## config.mk

```make
export PLATFORM = sky130hd
export DESIGN_NAME = secure_log_scheduler
export DESIGN_NICKNAME = d
export VERILOG_FILES = /design/src/rtl/secure_log_scheduler.sv
export SDC_FILE = /design/constraint.sdc
export NUM_CORES = 1
export LEC_CHECK = 0
export ABC_CLOCK_PERIOD_IN_PS = 2100
export BUFFER_PORTS_ARGS = -buffer_cell sky130_fd_sc_hd__buf_2
export CORE_ASPECT_RATIO = 1.25
export CORE_MARGIN = 2
export CORE_UTILIZATION = 48
export CTS_CLUSTER_DIAMETER = 50
export DETAILED_ROUTE_END_ITERATION = 8
export HOLD_SLACK_MARGIN = 0.06
export PLACE_DENSITY = 0.75
export SYNTH_ARGS = -nofsm -noshare
export SYNTH_HDL_FRONTEND = slang
export SYNTH_SLANG_ARGS = --single-unit
```

## constraint.sdc

```tcl
create_clock -name clk -period 2.1 [get_ports clk]
set_input_delay 0.42 -clock clk [delete_from_list [all_inputs] [get_ports clk]]
set_output_delay 0.42 -clock clk [all_outputs]
set_load 0.05 [all_outputs]
```

## src/rtl/secure_log_scheduler.sv

```systemverilog
// rtl/secure_log_scheduler.sv - round-robin owner of a shared secure logger session engine
// Optional WAIT watchdog enabled by defining LOG_TIMEOUT_EN.
module secure_log_scheduler #(
  parameter int N_REQ     = 4,
  parameter int MAX_RETRY = 2,
  parameter int TIMEOUT   = 64
) (
  input  logic                     clk,
  input  logic                     rst,
  input  logic [N_REQ-1:0]         req,
  input  logic                     power_fail,
  input  logic                     log_done,
  input  logic                     log_fail,
  output logic                     log_start,
  output logic [N_REQ-1:0]         grant,
  output logic [$clog2(N_REQ)-1:0] sel,
  output logic                     busy,
  output logic [N_REQ-1:0]         served,
  output logic [N_REQ-1:0]         err_flag,
  output logic                     timeout,
  output logic [7:0]               session_cnt
);
  localparam int SW = $clog2(N_REQ);

  if (N_REQ < 2 || N_REQ > 8 || MAX_RETRY < 0 || MAX_RETRY > 7 || TIMEOUT < 2) begin : g_bad_param
    $error("secure_log_scheduler: parameter out of range");
  end

  typedef enum logic [2:0] {S_IDLE, S_START, S_WAIT, S_RETRY, S_HALT} state_t;

  state_t           r_state, w_state_nx;
  logic [N_REQ-1:0] r_grant, w_grant_nx, r_served, w_served_nx, r_err, w_err_nx;
  logic [SW-1:0]    r_sel, w_sel_nx, r_rr, w_rr_nx, w_pick, w_sel_inc;
  logic [2:0]       r_retry, w_retry_nx;
  logic [7:0]       r_cnt, w_cnt_nx;
  logic             r_start, w_start_nx, r_busy;
  logic [N_REQ-1:0] w_masked;
  logic             w_wd_exp;

  // First set bit at or above p, wrapping; rotating a doubled copy keeps it valid for non-power-of-two N_REQ.
  function automatic logic [SW-1:0] f_pick(input logic [N_REQ-1:0] m, input logic [SW-1:0] p);
    logic [2*N_REQ-1:0] dbl;
    logic               found;
    int                 k;
    int                 sum;
    dbl   = {m, m} >> p;
    found = 1'b0;
    k     = 0;
    for (int i = 0; i < N_REQ; i++) begin
      if (!found && dbl[0]) begin
        k     = i;
        found = 1'b1;
      end
      dbl = dbl >> 1;
    end
    sum = int'(p) + k;
    if (sum >= N_REQ) sum = sum - N_REQ;
    return SW'(sum);
  endfunction

  assign w_masked  = req & ~r_err;
  assign w_pick    = f_pick(w_masked, r_rr);
  assign w_sel_inc = (r_sel == SW'(N_REQ - 1)) ? '0 : r_sel + 1'b1;

`ifdef LOG_TIMEOUT_EN
  localparam int WW = $clog2(TIMEOUT);
  logic [WW-1:0] r_wd;
  logic          r_timeout;

  assign w_wd_exp = (r_wd == WW'(TIMEOUT - 1)) && !log_done && !log_fail;

  always_ff @(posedge clk or posedge rst) begin
    if (rst) begin
      r_wd      <= '0;
      r_timeout <= 1'b0;
    end else begin
      r_timeout <= (r_state == S_WAIT) && w_wd_exp && !power_fail;
      if (r_state == S_WAIT) r_wd <= r_wd + 1'b1;
      else                   r_wd <= '0;
    end
  end

  assign timeout = r_timeout;
`else
  assign w_wd_exp = 1'b0;
  assign timeout  = 1'b0;
`endif

  always_comb begin
    w_state_nx  = r_state;
    w_grant_nx  = r_grant;
    w_sel_nx    = r_sel;
    w_rr_nx     = r_rr;
    w_retry_nx  = r_retry;
    w_err_nx    = r_err;
    w_cnt_nx    = r_cnt;
    w_served_nx = '0;
    w_start_nx  = 1'b0;
    case (r_state)
      S_IDLE: begin
        if (|w_masked) begin
          w_grant_nx = N_REQ'(1) << w_pick;
          w_sel_nx   = w_pick;
          w_retry_nx = '0;
          w_start_nx = 1'b1;
          w_state_nx = S_START;
        end
      end
      S_START: w_state_nx = S_WAIT;
      S_WAIT: begin
        if (log_fail || w_wd_exp) begin
          if (r_retry < 3'(MAX_RETRY)) begin
            w_retry_nx = r_retry + 3'd1;
            w_state_nx = S_RETRY;
          end else begin
            w_err_nx   = r_err | r_grant;
            w_grant_nx = '0;
            w_rr_nx    = w_sel_inc;
            w_state_nx = S_IDLE;
          end
        end else if (log_done) begin
          w_served_nx = r_grant;
          w_cnt_nx    = r_cnt + 8'd1;
          w_grant_nx  = '0;
          w_rr_nx     = w_sel_inc;
          w_state_nx  = S_IDLE;
        end
      end
      S_RETRY: begin
        w_start_nx = 1'b1;
        w_state_nx = S_START;
      end
      S_HALT: if (!power_fail) w_state_nx = S_IDLE;
      default: w_state_nx = S_IDLE;
    endcase
    // Power loss discards the in-flight session without touching error or success bookkeeping.
    if (power_fail) begin
      w_state_nx  = S_HALT;
      w_grant_nx  = '0;
      w_start_nx  = 1'b0;
      w_served_nx = '0;
      w_err_nx    = r_err;
      w_cnt_nx    = r_cnt;
      w_rr_nx     = r_rr;
      w_retry_nx  = r_retry;
    end
  end

  always_ff @(posedge clk or posedge rst) begin
    if (rst) begin
      r_state  <= S_IDLE;
      r_grant  <= '0;
      r_sel    <= '0;
      r_rr     <= '0;
      r_retry  <= '0;
      r_err    <= '0;
      r_cnt    <= '0;
      r_served <= '0;
      r_start  <= 1'b0;
      r_busy   <= 1'b0;
    end else begin
      r_state  <= w_state_nx;
      r_grant  <= w_grant_nx;
      r_sel    <= w_sel_nx;
      r_rr     <= w_rr_nx;
      r_retry  <= w_retry_nx;
      r_err    <= w_err_nx;
      r_cnt    <= w_cnt_nx;
      r_served <= w_served_nx;
      r_start  <= w_start_nx;
      r_busy   <= (w_state_nx != S_IDLE);
    end
  end

  assign log_start   = r_start;
  assign grant       = r_grant;
  assign sel         = r_sel;
  assign busy        = r_busy;
  assign served      = r_served;
  assign err_flag    = r_err;
  assign session_cnt = r_cnt;
endmodule

```

Yosys cells after proc, flatten, opt, wreduce, memory -nomap -nowiden
Cells that the tools add are included.
{ "classes": {"mux": 34, "add_sub_neg": 5, "n_reduce_logical": 18, "shift": 2, "n_eq_ne": 11, "order_cmp": 2, "bitwise": 6} }
{ "ops": {"columns": ["op", "count"], "rows": [
  ["4-bit two-way mux", 9],
  ["3-bit two-way mux", 7],
  ["2-bit two-way mux", 8],
  ["4-bit AND reduction", 4],
  ["3-bit one-hot mux with 4 select lines", 1],
  ["8-bit by 1-bit adder with 8-bit output (second input constant)", 1],
  ["2-bit inequality test (second input constant)", 4],
  ["4-bit inequality test (second input constant)", 2],
  ["4-bit one-hot mux with 2 select lines", 1],
  ["8-bit by 2-bit >> shifter with 4-bit output", 1],
  ["3-bit by 2-bit equality test with 1-bit output (second input constant)", 2],
  ["1-bit two-way mux", 6],
  ["3-bit one-hot mux with 2 select lines", 1],
  ["3-bit nonzero test", 2],
  ["5-bit AND reduction", 1],
  ["4-bit bitwise AND", 1],
  ["4-bit inverter", 1],
  ["4-bit OR", 1],
  ["2-bit nonzero test", 2],
  ["4-bit OR reduction", 1],
  ["1-bit by 2-bit << shifter with 4-bit output (first input constant)", 1],
  ["2-bit by 2-bit adder with 3-bit output", 1],
  ["3-bit by 1-bit adder with 3-bit output (second input constant)", 1],
  ["3-bit by 1-bit equality test with 1-bit output (second input constant)", 1],
  ["12 further kinds", 18]
]} }
{ "totals": {"in_bits": 9, "regBits": 32, "out_inout_bits": 25, "elab_cells": 88} }

Depth between registers and ports, before layout
Gate-level depths: netlist of run 1.
{ "depth": {"depth_word": 20, "mapped_depth": 9, "depth_no_buf": 9} }

Least setup slack after synthesis of run 1
OpenSTA, ideal clock, no wires.
{ "synth_timing": {"path_type": "reg-to-reg", "startpoint": "reg r_err[0] (netlist: err_flag[0])", "endpoint": "reg r_grant[2] (netlist: grant[2])", "path_slack_ns": -0.433, "n_path_buf": 0, "t_arrival_ns": 2.456, "period_less_slack_ns": 2.533, "stages_incl_launch_ff": 9, "setup_ns": 0.076, "path_cell_list": "dfrtp_1 > or3b_2 > o21ai_0 > a21oi_1 > o21ai_0 > o31ai_1 > ha_1 > or4b_1 > o21ai_1"} }
{ "synth_between": {"elab_chain_len": 20} }
{ "synth_rtl": {"columns": ["item", "line_no", "text"], "rows": [
  ["start, declared", "32", "logic [N_REQ-1:0] r_grant, w_grant_nx, r_served, w_served_nx, r_err, w_err_nx;"],
  ["start signal, assigned", "167", "r_err <= w_err_nx;"],
  ["4-bit inverter *", "61", "assign w_masked = req & ~r_err;"],
  ["4-bit bitwise AND *", "61", null],
  ["8-bit by 2-bit >> shifter with 4-bit output *", "46", "dbl = {m, m} >> p;"],
  ["1-bit two-way mux", "50", "if (!found && dbl[0]) begin"],
  ["1-bit zero test", "50", null],
  ["1-bit logical AND", "50", null],
  ["1-bit two-way mux", "50", null],
  ["1-bit zero test", "50", null],
  ["(+5 left out)", null, null],
  ["2-bit by 2-bit adder with 3-bit output *", "56", "sum = int'(p) + k;"],
  ["3-bit greater-or-equal comparator / 2-bit by 1-bit subtractor with 2-bit output (equally long branches)", "57", "if (sum >= N_REQ) sum = sum - N_REQ;"],
  ["2-bit two-way mux *", "57", null],
  ["named net w_pick[0]", "33", "logic [SW-1:0] r_sel, w_sel_nx, r_rr, w_rr_nx, w_pick, w_sel_inc;"],
  ["1-bit by 2-bit << shifter with 4-bit output *", "102", "w_grant_nx = N_REQ'(1) << w_pick;"],
  ["4-bit two-way mux *", "101", "if (|w_masked) begin"],
  ["4-bit one-hot mux with 2 select lines *", "99", "case (r_state)"],
  ["4-bit two-way mux *", "137", "if (power_fail) begin"],
  ["end signal, assigned", "163", "r_grant <= w_grant_nx;"],
  ["end, declared", "32", null]
]} }
Mark *: on every way through the listed nets, which the timed path passes. The rest lies on a longest branch. The select of a mux whose other input is x is not followed.
A chain may end at the register's enable or synchronous reset.

Worst setup path after layout of run 1
{ "layout_timing": {"startpoint": "reg r_rr[0]", "endpoint": "reg r_grant[2] (netlist: grant[2])"} }
{ "layout_between": {"elab_chain_len": 18} }
{ "layout_rtl": {"columns": ["item", "line_no", "text"], "rows": [
  ["start, declared", "33", null],
  ["start signal, assigned", "165", "r_rr <= w_rr_nx;"],
  ["8-bit by 2-bit >> shifter with 4-bit output", "46", null],
  ["1-bit two-way mux", "50", null],
  ["1-bit zero test", "50", null],
  ["1-bit logical AND", "50", null],
  ["1-bit two-way mux", "50", null],
  ["1-bit zero test", "50", null],
  ["1-bit logical AND", "50", null],
  ["1-bit two-way mux", "50", null],
  ["(+3 left out)", null, null],
  ["2-bit by 2-bit adder with 3-bit output *", "56", null],
  ["3-bit greater-or-equal comparator / 2-bit by 1-bit subtractor with 2-bit output (equally long branches)", "57", null],
  ["2-bit two-way mux *", "57", null],
  ["named net w_pick[0]", "33", null],
  ["1-bit by 2-bit << shifter with 4-bit output *", "102", null],
  ["4-bit two-way mux *", "101", null],
  ["4-bit one-hot mux with 2 select lines *", "99", null],
  ["4-bit two-way mux *", "137", null]
]} }
Marked as above.

==> results by group, run 1 <==
STA
  – Final Max Tran Viols: 0
  – Final period demand of the worst path: 2.16 ns
  – Final hold viol count: 0
  – Setup violation total in the final timing report: 2
  – Final worst-path cycle share: 1.03
  – Setup repair after global routing missed its margin: yes
  – Layout Skew: ~0.0041 ns
  – Worst path setup slack after routing: -0.0581 ns
  – Highest clock rate: 0.463 GHz

Final layout
  – Commonest non-fill, non-tap cells in the layout: 32 x sky130_fd_sc_hd__buf_2, 31 x sky130_fd_sc_hd__dfrtp_1, 14 x sky130_fd_sc_hd__buf_4, 9 x sky130_fd_sc_hd__o21ai_0, 7 x sky130_fd_sc_hd__a21oi_1
  – Area added between synthesis and finish: 26.4%
  – Share of layout cells above drive strength 1: 0.365
  – Final net count: ~210
  – Design area: 0.00196 sq mm
  – Ant. Diodes: 0
  – Most frequent standard cell in the layout excluding fill and tap cells: sky130_fd_sc_hd__buf_2
  – Final core utilization: 0.626
  – Number of filler cells placed in the layout: ~280

Global routing
  – Overall fraction of global-route tracks in use: 0.204
  – Antenna violations before repair: 0
  – Wire length of the first global-routing pass: 5390 microns
  – Maximum number of pins on one net before global-route repair: 33
  – Number of global-route vias before repair: roughly 1200
  – GR Overflow Total: 0

Setup path
  – Worst endpoint required time: 2.31 ns
  – Critical path class: reg -> reg
  – Data arrival, critical path: 2.37 ns
  – Critical-path maximum fanout: 7
  – Endpoint class of the critical path: register
  – Length in cells of the worst reg-to-reg path: 9
  – Sort of element at the start of the critical path: register

Status
  – Violated checks: setup timing
  – Outcome: finished, violations left

Synth
  – Average cell area after synthesis: 10.8 sq um
  – Post-synthesis cell count: 144
  – Fraction of synthesized area in multiplexers: 0.0298
  – Xor-xnor portion of the synthesized cell area: 0.0451
  – Post-Synth Simple-Gate Area: 0.210
  – Portion of the post-synthesis area used by sequential elements: 0.515
  – Synth Area in Compound Gates: 0.131
  – Net Count, Synth: between 150 and 200
  – Number of different library cells in the post-synthesis netlist: 45
  – Yosys warns: 0
  – Largest family of logic cells by synthesized area: simple AND/OR/NAND/NOR gates
  – Number of enable-type register cells in the synthesized netlist: 0
  – Synth Area in Adders: 0.0386
  – Number of register bits inferred by synthesis: 32
  – Post-Synthesis Cell Area: ~0.0016 sq mm
  – Dominant synthesized flop cell: sky130_fd_sc_hd__dfrtp_1
  – Share of async-settable or async-resettable flops after synthesis: 1.00

CTS
  – TritonCTS Buffers: 5
  – Clock root buffer: sky130_fd_sc_hd__clkbuf_8
  – CTS H-tree lvls: 2
  – Total clock sinks: 32
  – CTS clk-pin slew, worst paths: 0.06 ns
  – CTS tree: yes
  – Hold-fix buffers, CTS: 0
  – Max Root-Sink Buffers: 2
  – Clock insertion delay at the later pin of the skew report: 0.28 ns

Pwr
  – Internal cell power: 973 uW
  – Switching share of power: 0.311
  – Maximum VDD drop: 0.569 mV
  – P_sw: 438 uW
  – Fraction of power consumed by combinational cells: 0.216
  – Cell leakage power: 1.02 nW
  – Power Total: 1.41 mW
  – Portion of total power attributed to sequential cells: 0.475
  – Clock power share: 0.308
  – Pwr dens: about 720 mW/mm^2

Placement
  – Count of input and output buffers: 32
  – Instance area at placement: 0.00184 sq mm
  – Placer's final routability congestion estimate: 0.849
  – DPL Wire Length: between 2000 and 2500 microns

Die
  – Number of standard-cell rows in the floorplan: 23
  – Die Area: 0.00371 sq mm
  – Placeable core region: 0.00314 sq mm
  – Number of primary I/O pins: 34
  – Die span in y: 67.6 microns
  – Starting density of the core: 0.495
  – Chip Width: ~55 microns

Flow run
  – Maximum Capacitance Violations: 0

Drt
  – Detailed-route DRC error count: 0
  – Number of nets with antenna violations after detailed routing: 0
  – Iteration count of the initial detailed-routing pass: 4
  – Total detailed-routing wirelength: 3360 microns
  – Vias per cell: approximately 5.5
  – Total via count in the routed design: 1264
  – Wire length per cell: around 15 microns
  – DRC violation total after the first TritonRoute iteration: 21

Hold path
  – Hold/Removal Path Class: in -> async
==> area by class of cell <==
type                       count  area (sq um)  area share
inverter                       4          15.0     0.00764
multi-input combinational    103           758       0.386
timing repair buffer          46           265       0.135
tap                           37          46.3      0.0236
clock buffer                   6          72.6      0.0369
clock inverter                 1          5.00     0.00255
sequential                    32           802       0.408
==> flip-flops by register name, summed over array words and instances, names as in the netlist <==
| name | flops |
|---|---|
| session_cnt | 8 |
| err_flag | 4 |
| grant | 4 |
| served | 4 |
| r_retry | 3 |
| r_state | 3 |
| r_rr | 2 |
| sel | 2 |
| busy | 1 |
| log_start | 1 |
==> cell usage after synthesis (2+ instances only) <==
| library cell | n | area share |
|---|---|---|
| sky130_fd_sc_hd__nor3_1 | 5 | 0.016 |
| sky130_fd_sc_hd__a21o_1 | 4 | 0.019 |
| sky130_fd_sc_hd__and3_1 | 2 | 0.0081 |
| sky130_fd_sc_hd__inv_1 | 4 | 0.0097 |
| sky130_fd_sc_hd__and2_1 | 6 | 0.024 |
| sky130_fd_sc_hd__nand2b_1 | 5 | 0.020 |
| sky130_fd_sc_hd__nand3_1 | 6 | 0.019 |
| sky130_fd_sc_hd__a21oi_1 | 8 | 0.026 |
| sky130_fd_sc_hd__buf_4 | 2 | 0.0097 |
| sky130_fd_sc_hd__o21ai_0 | 12 | 0.039 |
| sky130_fd_sc_hd__mux2i_1 | 2 | 0.013 |
| sky130_fd_sc_hd__ha_1 | 4 | 0.032 |
| sky130_fd_sc_hd__nor2_1 | 6 | 0.014 |
| sky130_fd_sc_hd__nand2_1 | 7 | 0.017 |
| sky130_fd_sc_hd__xnor2_1 | 6 | 0.034 |
| sky130_fd_sc_hd__clkbuf_1 | 2 | 0.0048 |
| sky130_fd_sc_hd__xor2_1 | 2 | 0.011 |
| sky130_fd_sc_hd__dfrtp_1 | 32 | 0.52 |
| sky130_fd_sc_hd__or3b_2 | 2 | 0.011 |
| sky130_fd_sc_hd__a32o_1 | 2 | 0.013 |
==> per-stage QoR <==
stage	hold WS, ns	setup WS (ns)	setup TNS, ns	std cells
6_report	0.207	-0.0581	-0.0859	229
5_1_grt	0.238	-0.162	-0.489	229
4_1_cts	0.216	-0.0463	-0.0463	229
3_5_place_dp	0.461	-0.197	-0.645	221
3_3_place_gp	0.455	-0.145	-0.325	221
2_1_floorplan	0.480	-0.155	-0.155	144
==> repair_timing <==
action | in CTS | in global routing
endpoints found under the setup margin | 3 | 6
pin swaps | 6 | 7
resized for setup | 3 | 7
buffers inserted | 1 | 0
endpoints found under the hold margin | 0 | 0
==> power by group through the flow <==
stage	Combinational [mW]	Clock [mW]	Sequential [mW]
2_1_floorplan	0.115	0	0.757
6_report	0.305	0.435	0.671
4_1_cts	0.290	0.445	0.671
3_5_place_dp	0.280	0	0.682
3_3_place_gp	0.272	0	0.680
5_1_grt	0.334	0.477	0.674
==> final timing paths <==
path / end / slack [ns] / start
setup / recovery: grant[2] / -0.06 / r_rr[0]
hold / removal: session_cnt[0] / 0.21 / rst
setup reg to reg: grant[2] / -0.06 / r_rr[0]
hold reg to reg: err_flag[1] / 0.47 / err_flag[1]
max in group asynchronous: err_flag[0] / 1.58 / rst
min in group clk: r_state[2] / 0.44 / power_fail
==> cells by family after synthesis <==
kind of cell    count (synthesis)
simple gates                   52
compound gates                 33
buf+inv                         9
flops                          32
mux                             4
other cells                     1
fa+ha+maj                       5
xor+xnor                        8
==> worst max-delay path, stage by stage, from the launching register on <==
cell,delay [ns]
sky130_fd_sc_hd__dfrtp_1,0.38
sky130_fd_sc_hd__buf_4,0.16
sky130_fd_sc_hd__and3b_1,0.18
sky130_fd_sc_hd__a21oi_1,0.21
sky130_fd_sc_hd__a21oi_2,0.06
sky130_fd_sc_hd__o21ai_1,0.13
sky130_fd_sc_hd__o31ai_1,0.09
sky130_fd_sc_hd__ha_1,0.30
sky130_fd_sc_hd__or4b_1,0.47
sky130_fd_sc_hd__o21ai_1,0.12
==> metal layers <==
metal / part of all wire / track usage
met5: 0 / 0
met4: 0.011 / 0.0732
met3: 0.043 / 0.0664
met2: 0.54 / 0.333
met1: 0.41 / 0.248
Power figures use the tool's default switching activity.
==> run 2, diff against run 1 <==
--- a/config.mk
+++ b/config.mk
@@ -14,6 +14,7 @@
 export DETAILED_ROUTE_END_ITERATION = 8
 export HOLD_SLACK_MARGIN = 0.06
 export PLACE_DENSITY = 0.75
+export SETUP_SLACK_MARGIN = 0.15
 export SYNTH_ARGS = -nofsm -noshare
 export SYNTH_HDL_FRONTEND = slang
 export SYNTH_SLANG_ARGS = --single-unit
==> results by group, run 2 (synthesis gave the netlist of run 1 again) <==
CTS
  – Clock insertion delay at the later pin of the skew report: 0.28 ns (about the same)
  – CTS clk-pin slew, worst paths: 0.06 ns (about the same)
  – TritonCTS Buffers: 5 (unchanged)
  – Clock root buffer: sky130_fd_sc_hd__clkbuf_8
  – Total clock sinks: 32 (unchanged)
  – Max Root-Sink Buffers: 2 (unchanged)
  – CTS H-tree lvls: 2 (unchanged)
  – CTS tree: yes

Final layout
  – Non-filler instance count after layout: 234 (+2.2%)
  – Area added between synthesis and finish: 33.9%
  – Max FFs per register: 8 (unchanged)
  – Commonest non-fill, non-tap cells in the layout: 32 x sky130_fd_sc_hd__buf_2, 31 x sky130_fd_sc_hd__dfrtp_1, 16 x sky130_fd_sc_hd__buf_4, 8 x sky130_fd_sc_hd__o21ai_0, 7 x sky130_fd_sc_hd__a21oi_1
  – Final net count: 209 (+2.0%)
  – Ant. Diodes: 0 (unchanged)
  – Most frequent standard cell in the layout excluding fill and tap cells: sky130_fd_sc_hd__buf_2
  – Share of layout cells above drive strength 1: 0.406 (+0.0415)
  – Number of filler cells placed in the layout: 248 (-12%)

Pwr
  – P_sw: 470 uW (+7.2%)
  – Portion of total power attributed to sequential cells: 0.420 (-0.055)
  – Clock power share: 0.358 (+0.050)
  – Internal cell power: 1.12 mW (+16%)
  – Pwr dens: 766 mW/mm^2 (+6.6%)
  – Maximum VDD drop: 0.485 mV (-15%)
  – Switching share of power: 0.295 (-0.0160)
  – Fraction of power consumed by combinational cells: 0.222 (+0.006)
  – Cell leakage power: 1.07 nW (+4.9%)

Placement
  – Number of cells after detailed placement: 222 (+0.45%)
  – DPL Wire Length: 2520 microns (+4.3%)
  – Placer's final routability congestion estimate: 0.854 (+0.58%)
  – Count of input and output buffers: 32 (unchanged)

Hold path
  – Hold/Removal Path Class: in -> async

Setup path
  – Data arrival, critical path: 2.45 ns (+0.08 ns)
  – Critical-path maximum fanout: 3 (-4)
  – Critical path class: reg -> reg
  – Peak per-stage delay on the critical path: 0.49 ns (+0.02 ns)
  – Sort of element at the start of the critical path: register
  – Standard cell with the maximum stage delay on the critical path: sky130_fd_sc_hd__or4b_4
  – Worst endpoint required time: 2.31 ns (about the same)
  – Endpoint class of the critical path: register
  – Worst-path cell chain: or3b_4 -> o21ai_4 -> a21oi_2 -> o21ai_1 -> o31ai_1 -> ha_2 -> or4b_4 -> o21ai_2

Die
  – Number of primary I/O pins: 34 (unchanged)
  – Die Area: 0.00371 sq mm (unchanged)
  – Starting density of the core: 0.495 (unchanged)
  – Die span in y: 67.6 microns (unchanged)
  – Placeable core region: 0.00314 sq mm (unchanged)
  – Number of standard-cell rows in the floorplan: 23 (unchanged)
  – Chip Width: 54.9 microns (unchanged)

STA
  – Setup violation total in the final timing report: 5 (+3)
  – Final period demand of the worst path: 2.25 ns (+0.0870 ns)
  – Setup tns final: -0.418 ns (-0.333 ns)
  – Remaining max-slew budget at the tightest pin: 0.653
  – Layout Skew: 0.00337 ns (-0.000779 ns)
  – Highest clock rate: 0.445 GHz (-3.9%)
  – Slew @ Worst Pin: 0.521 ns
  – Setup repair after global routing missed its margin: yes
  – Worst path setup slack after routing: -0.145 ns (-0.0870 ns)
  – Final worst-path cycle share: 1.07 (+0.0414)
  – Final hold slack: 0.207 ns (+0.000780 ns)
  – Final hold viol count: 0 (unchanged)
  – Final Max Tran Viols: 0 (unchanged)

Drt
  – Total via count in the routed design: 1288 (+1.9%)
  – Detailed-route DRC error count: 0 (unchanged)
  – Total detailed-routing wirelength: 3690 microns (+9.9%)
  – Vias per cell: 5.50 (-0.28%)
  – DRC violation total after the first TritonRoute iteration: 19 (-9.5%)
  – Iteration count of the initial detailed-routing pass: 4 (unchanged)
  – Wire length per cell: 15.8 microns (+7.5%)
  – Number of nets with antenna violations after detailed routing: 0 (unchanged)

Global routing
  – GR Overflow Total: 0 (unchanged)
  – Antenna violations before repair: 0 (unchanged)
  – Number of global-route vias before repair: 1325 (+9.2%)
  – Overall fraction of global-route tracks in use: 0.227 (+0.0233)
  – Wire length of the first global-routing pass: 5910 microns (+9.6%)
  – Maximum number of pins on one net before global-route repair: 33 (unchanged)

Status
  – Outcome: finished, violations left
  – Violated checks: setup timing

Flow run
  – Maximum Capacitance Violations: 0 (unchanged)
-- run 2: critical path, delay by kind of cell (launching register included) --
kind	cells	cell delay (ns)
AND/OR/NAND/NOR	2	0.89
AO/OA/AOI/OAI	5	0.59
flip-flops	1	0.41
adder cells (fa/ha/maj)	1	0.30
-- run 2: layout make-up --
class | instances | area [sq um] | share of cell area
Clock buffer | 6 | 72.6 | 0.0349
Clock inverter | 2 | 35.0 | 0.0168
Inverter | 4 | 15.0 | 0.00722
Multi-Input combinational cell | 103 | 807 | 0.388
Timing Repair Buffer | 50 | 303 | 0.146
Sequential cell | 32 | 802 | 0.385
Tap cell | 37 | 46.3 | 0.0222
-- run 2: worst paths after layout --
kind / startpoint / slack, ns / cells past startpoint / endpoint
min in group clk: power_fail / 0.46 / 1 / r_state[2]
worst max-delay path: err_flag[0] / -0.15 / 8 / grant[2]
worst max register to register: err_flag[0] / -0.15 / 8 / grant[2]
max in group asynchronous: rst / 1.58 / 3 / err_flag[0]
worst min register to register: session_cnt[7] / 0.47 / 1 / session_cnt[7]
worst min-delay path: rst / 0.21 / 3 / session_cnt[0]
-- run 2: power by group through the flow --
stage	sequential [mW]	combinational [mW]	clock [mW]
finish	0.670	0.354	0.570
global route	0.674	0.383	0.609
floorplan	0.757	0.118	0
global placement	0.680	0.277	0
detailed placement	0.681	0.287	0
CTS	0.670	0.338	0.583
-- run 2: what timing repair did --
item / in CTS / in global routing
endpoints found under the setup margin: 6 / 10
gates resized for setup: 14 / 6
hold buffers: 0 / 0
pin swaps: 9 / 7
gates cloned: 0 / 0
hold endpoints to repair: 0 / 0
setup buffers: 2 / 2
-- run 2: metal layers --
metal | up-vias | share of wire | GRT usage
met3 | 11 | 0.054 | 0.0686
met5 | - | 0 | 0
li1 | 612 | - | -
met4 | 0 | 0.025 | 0.119
met2 | 38 | 0.51 | 0.375
met1 | 627 | 0.41 | 0.259
-- run 2: through the flow --
step,worst slack [ns],power (mW),cell area (sq um),utilization
6_report,-0.145,1.59,2080,0.663
2_1_floorplan,-0.155,0.875,1570,-
3_3_place_gp,-0.132,0.957,1850,0.591
5_1_grt,-0.223,1.67,2080,0.663
4_1_cts,-0.0598,1.59,2050,0.653
3_5_place_dp,-0.187,0.968,1850,0.591
==> run 3, diff against run 2 <==
--- a/config.mk
+++ b/config.mk
@@ -12,6 +12,7 @@
 export CORE_UTILIZATION = 48
 export CTS_CLUSTER_DIAMETER = 50
 export DETAILED_ROUTE_END_ITERATION = 8
+export GPL_TIMING_DRIVEN = 0
 export HOLD_SLACK_MARGIN = 0.06
 export PLACE_DENSITY = 0.75
 export SETUP_SLACK_MARGIN = 0.15
==> results by group, run 3 (synthesis gave the netlist of run 1 again) <==
CTS
  – CTS tree: yes
  – Total clock sinks: 32 (unchanged)
  – Clock root buffer: sky130_fd_sc_hd__clkbuf_8
  – Max Root-Sink Buffers: 2 (unchanged)
  – Clock insertion delay at the later pin of the skew report: 0.28 ns (about the same)
  – CTS H-tree lvls: 2 (unchanged)
  – TritonCTS Buffers: 5 (unchanged)
  – CTS clk-pin slew, worst paths: 0.06 ns (about the same)

Hold path
  – Hold/Removal Path Class: in -> reg
  – Hold Path Origin: power_fail

STA
  – Final worst-path cycle share: 1.03 (-0.0378)
  – Final Max Tran Viols: 0 (unchanged)
  – Highest clock rate: 0.462 GHz (+3.7%)
  – Final hold viol count: 0 (unchanged)
  – Setup violation total in the final timing report: 1 (-4)
  – Setup repair after global routing missed its margin: yes
  – Layout Skew: 0.00236 ns (-0.00101 ns)
  – Final hold slack: 0.448 ns (+0.240 ns)
  – Worst path setup slack after routing: -0.0656 ns (+0.0794 ns)
  – Final period demand of the worst path: 2.17 ns (-0.0794 ns)

Die
  – Die Area: 0.00371 sq mm (unchanged)
  – Starting density of the core: 0.495 (unchanged)
  – Placeable core region: 0.00314 sq mm (unchanged)
  – Chip Width: 54.9 microns (unchanged)
  – Number of standard-cell rows in the floorplan: 23 (unchanged)
  – Die span in y: 67.6 microns (unchanged)
  – Number of primary I/O pins: 34 (unchanged)

Pwr
  – Cell leakage power: 1.06 nW (-1.4%)
  – Internal cell power: 977 uW (-13%)
  – Maximum VDD drop: 0.609 mV (+25%)
  – Portion of total power attributed to sequential cells: 0.473 (+0.053)
  – Fraction of power consumed by combinational cells: 0.225 (+0.003)
  – Pwr dens: 684 mW/mm^2 (-11%)
  – P_sw: 440 uW (-6.3%)
  – Switching share of power: 0.311 (+0.0160)
  – Clock power share: 0.302 (-0.056)

Setup path
  – Crit path depth: 8 (unchanged)
  – Most frequent CP cell: sky130_fd_sc_hd__o21ai_1
  – Data arrival, critical path: 2.37 ns (-0.08 ns)
  – Length in cells of the worst reg-to-reg path: 8 (unchanged)
  – Endpoint class of the critical path: register
  – Worst reg2reg endpoint: grant[2]
  – Standard cell with the maximum stage delay on the critical path: sky130_fd_sc_hd__or4b_1
  – Critical-path maximum fanout: 3 (unchanged)
  – Sort of element at the start of the critical path: register
  – Setup crit start: err_flag[0]
  – Peak per-stage delay on the critical path: 0.50 ns (about the same)
  – Critical path class: reg -> reg
  – Worst-path cell chain: or3b_4 -> o21ai_4 -> nor2_1 -> o21ai_1 -> o31ai_1 -> ha_2 -> or4b_1 -> o21ai_1
  – Worst endpoint required time: 2.30 ns (about the same)
  – Setup slack, reg-to-reg: -0.07 ns (+0.08 ns)
  – CP Buf/Inv Count: 0 (unchanged)
  – Gate family responsible for the most delay along the worst path: simple AND/OR/NAND/NOR gates
  – Worst flop-to-flop path startpoint: err_flag[0]
  – Crit path to: grant[2]

Status
  – Violated checks: setup timing
  – Outcome: finished, violations left

Final layout
  – Ant. Diodes: 0 (unchanged)
  – Final net count: 209 (unchanged)
  – Area used by multi-input combinational logic: 818 sq um (+1.4%)
  – Share of layout cells above drive strength 1: 0.403 (-0.00303)
  – Commonest non-fill, non-tap cells in the layout: 32 x sky130_fd_sc_hd__buf_2, 28 x sky130_fd_sc_hd__dfrtp_1, 12 x sky130_fd_sc_hd__buf_4, 9 x sky130_fd_sc_hd__o21ai_0, 7 x sky130_fd_sc_hd__a21oi_1
  – Max FFs per register: 8 (unchanged)
  – Sequential Area: 806 sq um (+0.47%)
  – Most frequent standard cell in the layout excluding fill and tap cells: sky130_fd_sc_hd__buf_2
  – Area added between synthesis and finish: 33.4%
  – Number of filler cells placed in the layout: 251 (+1.2%)

Drt
  – Vias per cell: 5.58 (+1.4%)
  – Total detailed-routing wirelength: 3660 microns (-0.92%)
  – Detailed-route DRC error count: 0 (unchanged)
  – DRC violation total after the first TritonRoute iteration: 15 (-4)
  – Iteration count of the initial detailed-routing pass: 4 (unchanged)
  – Total via count in the routed design: 1301 (+1.0%)
  – Wire length per cell: 15.7 microns (-0.50%)
  – Number of nets with antenna violations after detailed routing: 0 (unchanged)

Global routing
  – Overall fraction of global-route tracks in use: 0.220 (-0.00780)
  – Wire length of the first global-routing pass: 5600 microns (-5.1%)
  – Antenna violations before repair: 0 (unchanged)
  – GR Overflow Total: 0 (unchanged)
  – Number of global-route vias before repair: 1261 (-4.8%)
  – Maximum number of pins on one net before global-route repair: 33 (unchanged)

Placement
  – Post-place setup slack: -0.242 ns (-0.0545 ns)
  – DPL Wire Length: 2470 microns (-1.8%)
  – Count of input and output buffers: 32 (unchanged)
  – Placer's final routability congestion estimate: 0.811 (-5.0%)

Flow run
  – Maximum Capacitance Violations: 0 (unchanged)
-- run 3: cell types whose count changed in the layout (fill, tap and decap cells not counted), sizes merged --
cell,delta
bufinv,-1
inv,-1
clkbuf,+2
dlygate4sd3,+1
buf,-3
clkinv,+1
-- run 3: worst register-to-register path: cells and delay by family (launching register included) --
family / cells / cell delay (ns)
compound gates: 4 / 0.43
fa+ha+maj: 1 / 0.29
flops: 1 / 0.40
simple gates: 3 / 0.98
-- run 3: stage by stage --
stage	util	std cells	setup TNS [ns]	area [sq um]	total power [mW]
finish	0.661	233	-0.0656	2070	1.42
CTS	0.615	226	-0.0573	1930	1.40
detailed placement	0.566	213	-0.396	1780	0.947
global route	0.661	233	-0.274	2070	1.49
global placement	0.566	213	-0.248	1780	0.935
floorplan	-	144	-0.155	1570	0.875
-- run 3: layout make-up --
cell class,instances,area share
multi-input combinational,103,0.395
timing repair buffer,45,0.132
sequential,32,0.389
inverter,4,0.00724
tap,37,0.0223
buffer,5,0.0181
clock buffer,6,0.0350
clock inverter,1,0.00241
-- run 3: power groups by stage --
stage                     sequential [mW]  combinational (mW)  clock (mW)
after detailed placement            0.686               0.261           0
after global routing                0.674               0.347       0.473
after floorplan                     0.757               0.118           0
after CTS                           0.671               0.288       0.440
final                               0.670               0.319       0.427
after global placement              0.684               0.251           0
-- run 3: worst min path at each step --
stage,cells past startpoint,end,slack (ns)
floorplan,1,r_state[0],0.48
global placement,1,err_flag[1],0.45
detailed placement,1,session_cnt[5],0.48
CTS,2,r_state[2],0.44
global route,2,r_state[2],0.45
finish,2,r_state[2],0.45
-- run 3: metal layers --
layer / global-route usage / up-vias / wire length, microns
met5: 0 / - / 0
met1: 0.259 / 640 / 1460
met2: 0.365 / 37 / 1950
met3: 0.0487 / 9 / 156
met4: 0.116 / 0 / 88
li1: - / 615 / -
-- run 3: repair_timing --
item / 4_1_cts / 5_1_grt
gates resized for setup: 8 / 17
gates cloned: 0 / 0
hold buffers: 0 / 1
endpoints found under the hold margin: 0 / 7
setup endpoints to repair: 13 / 13
pin swaps: 6 / 4
buffers inserted: 6 / 5
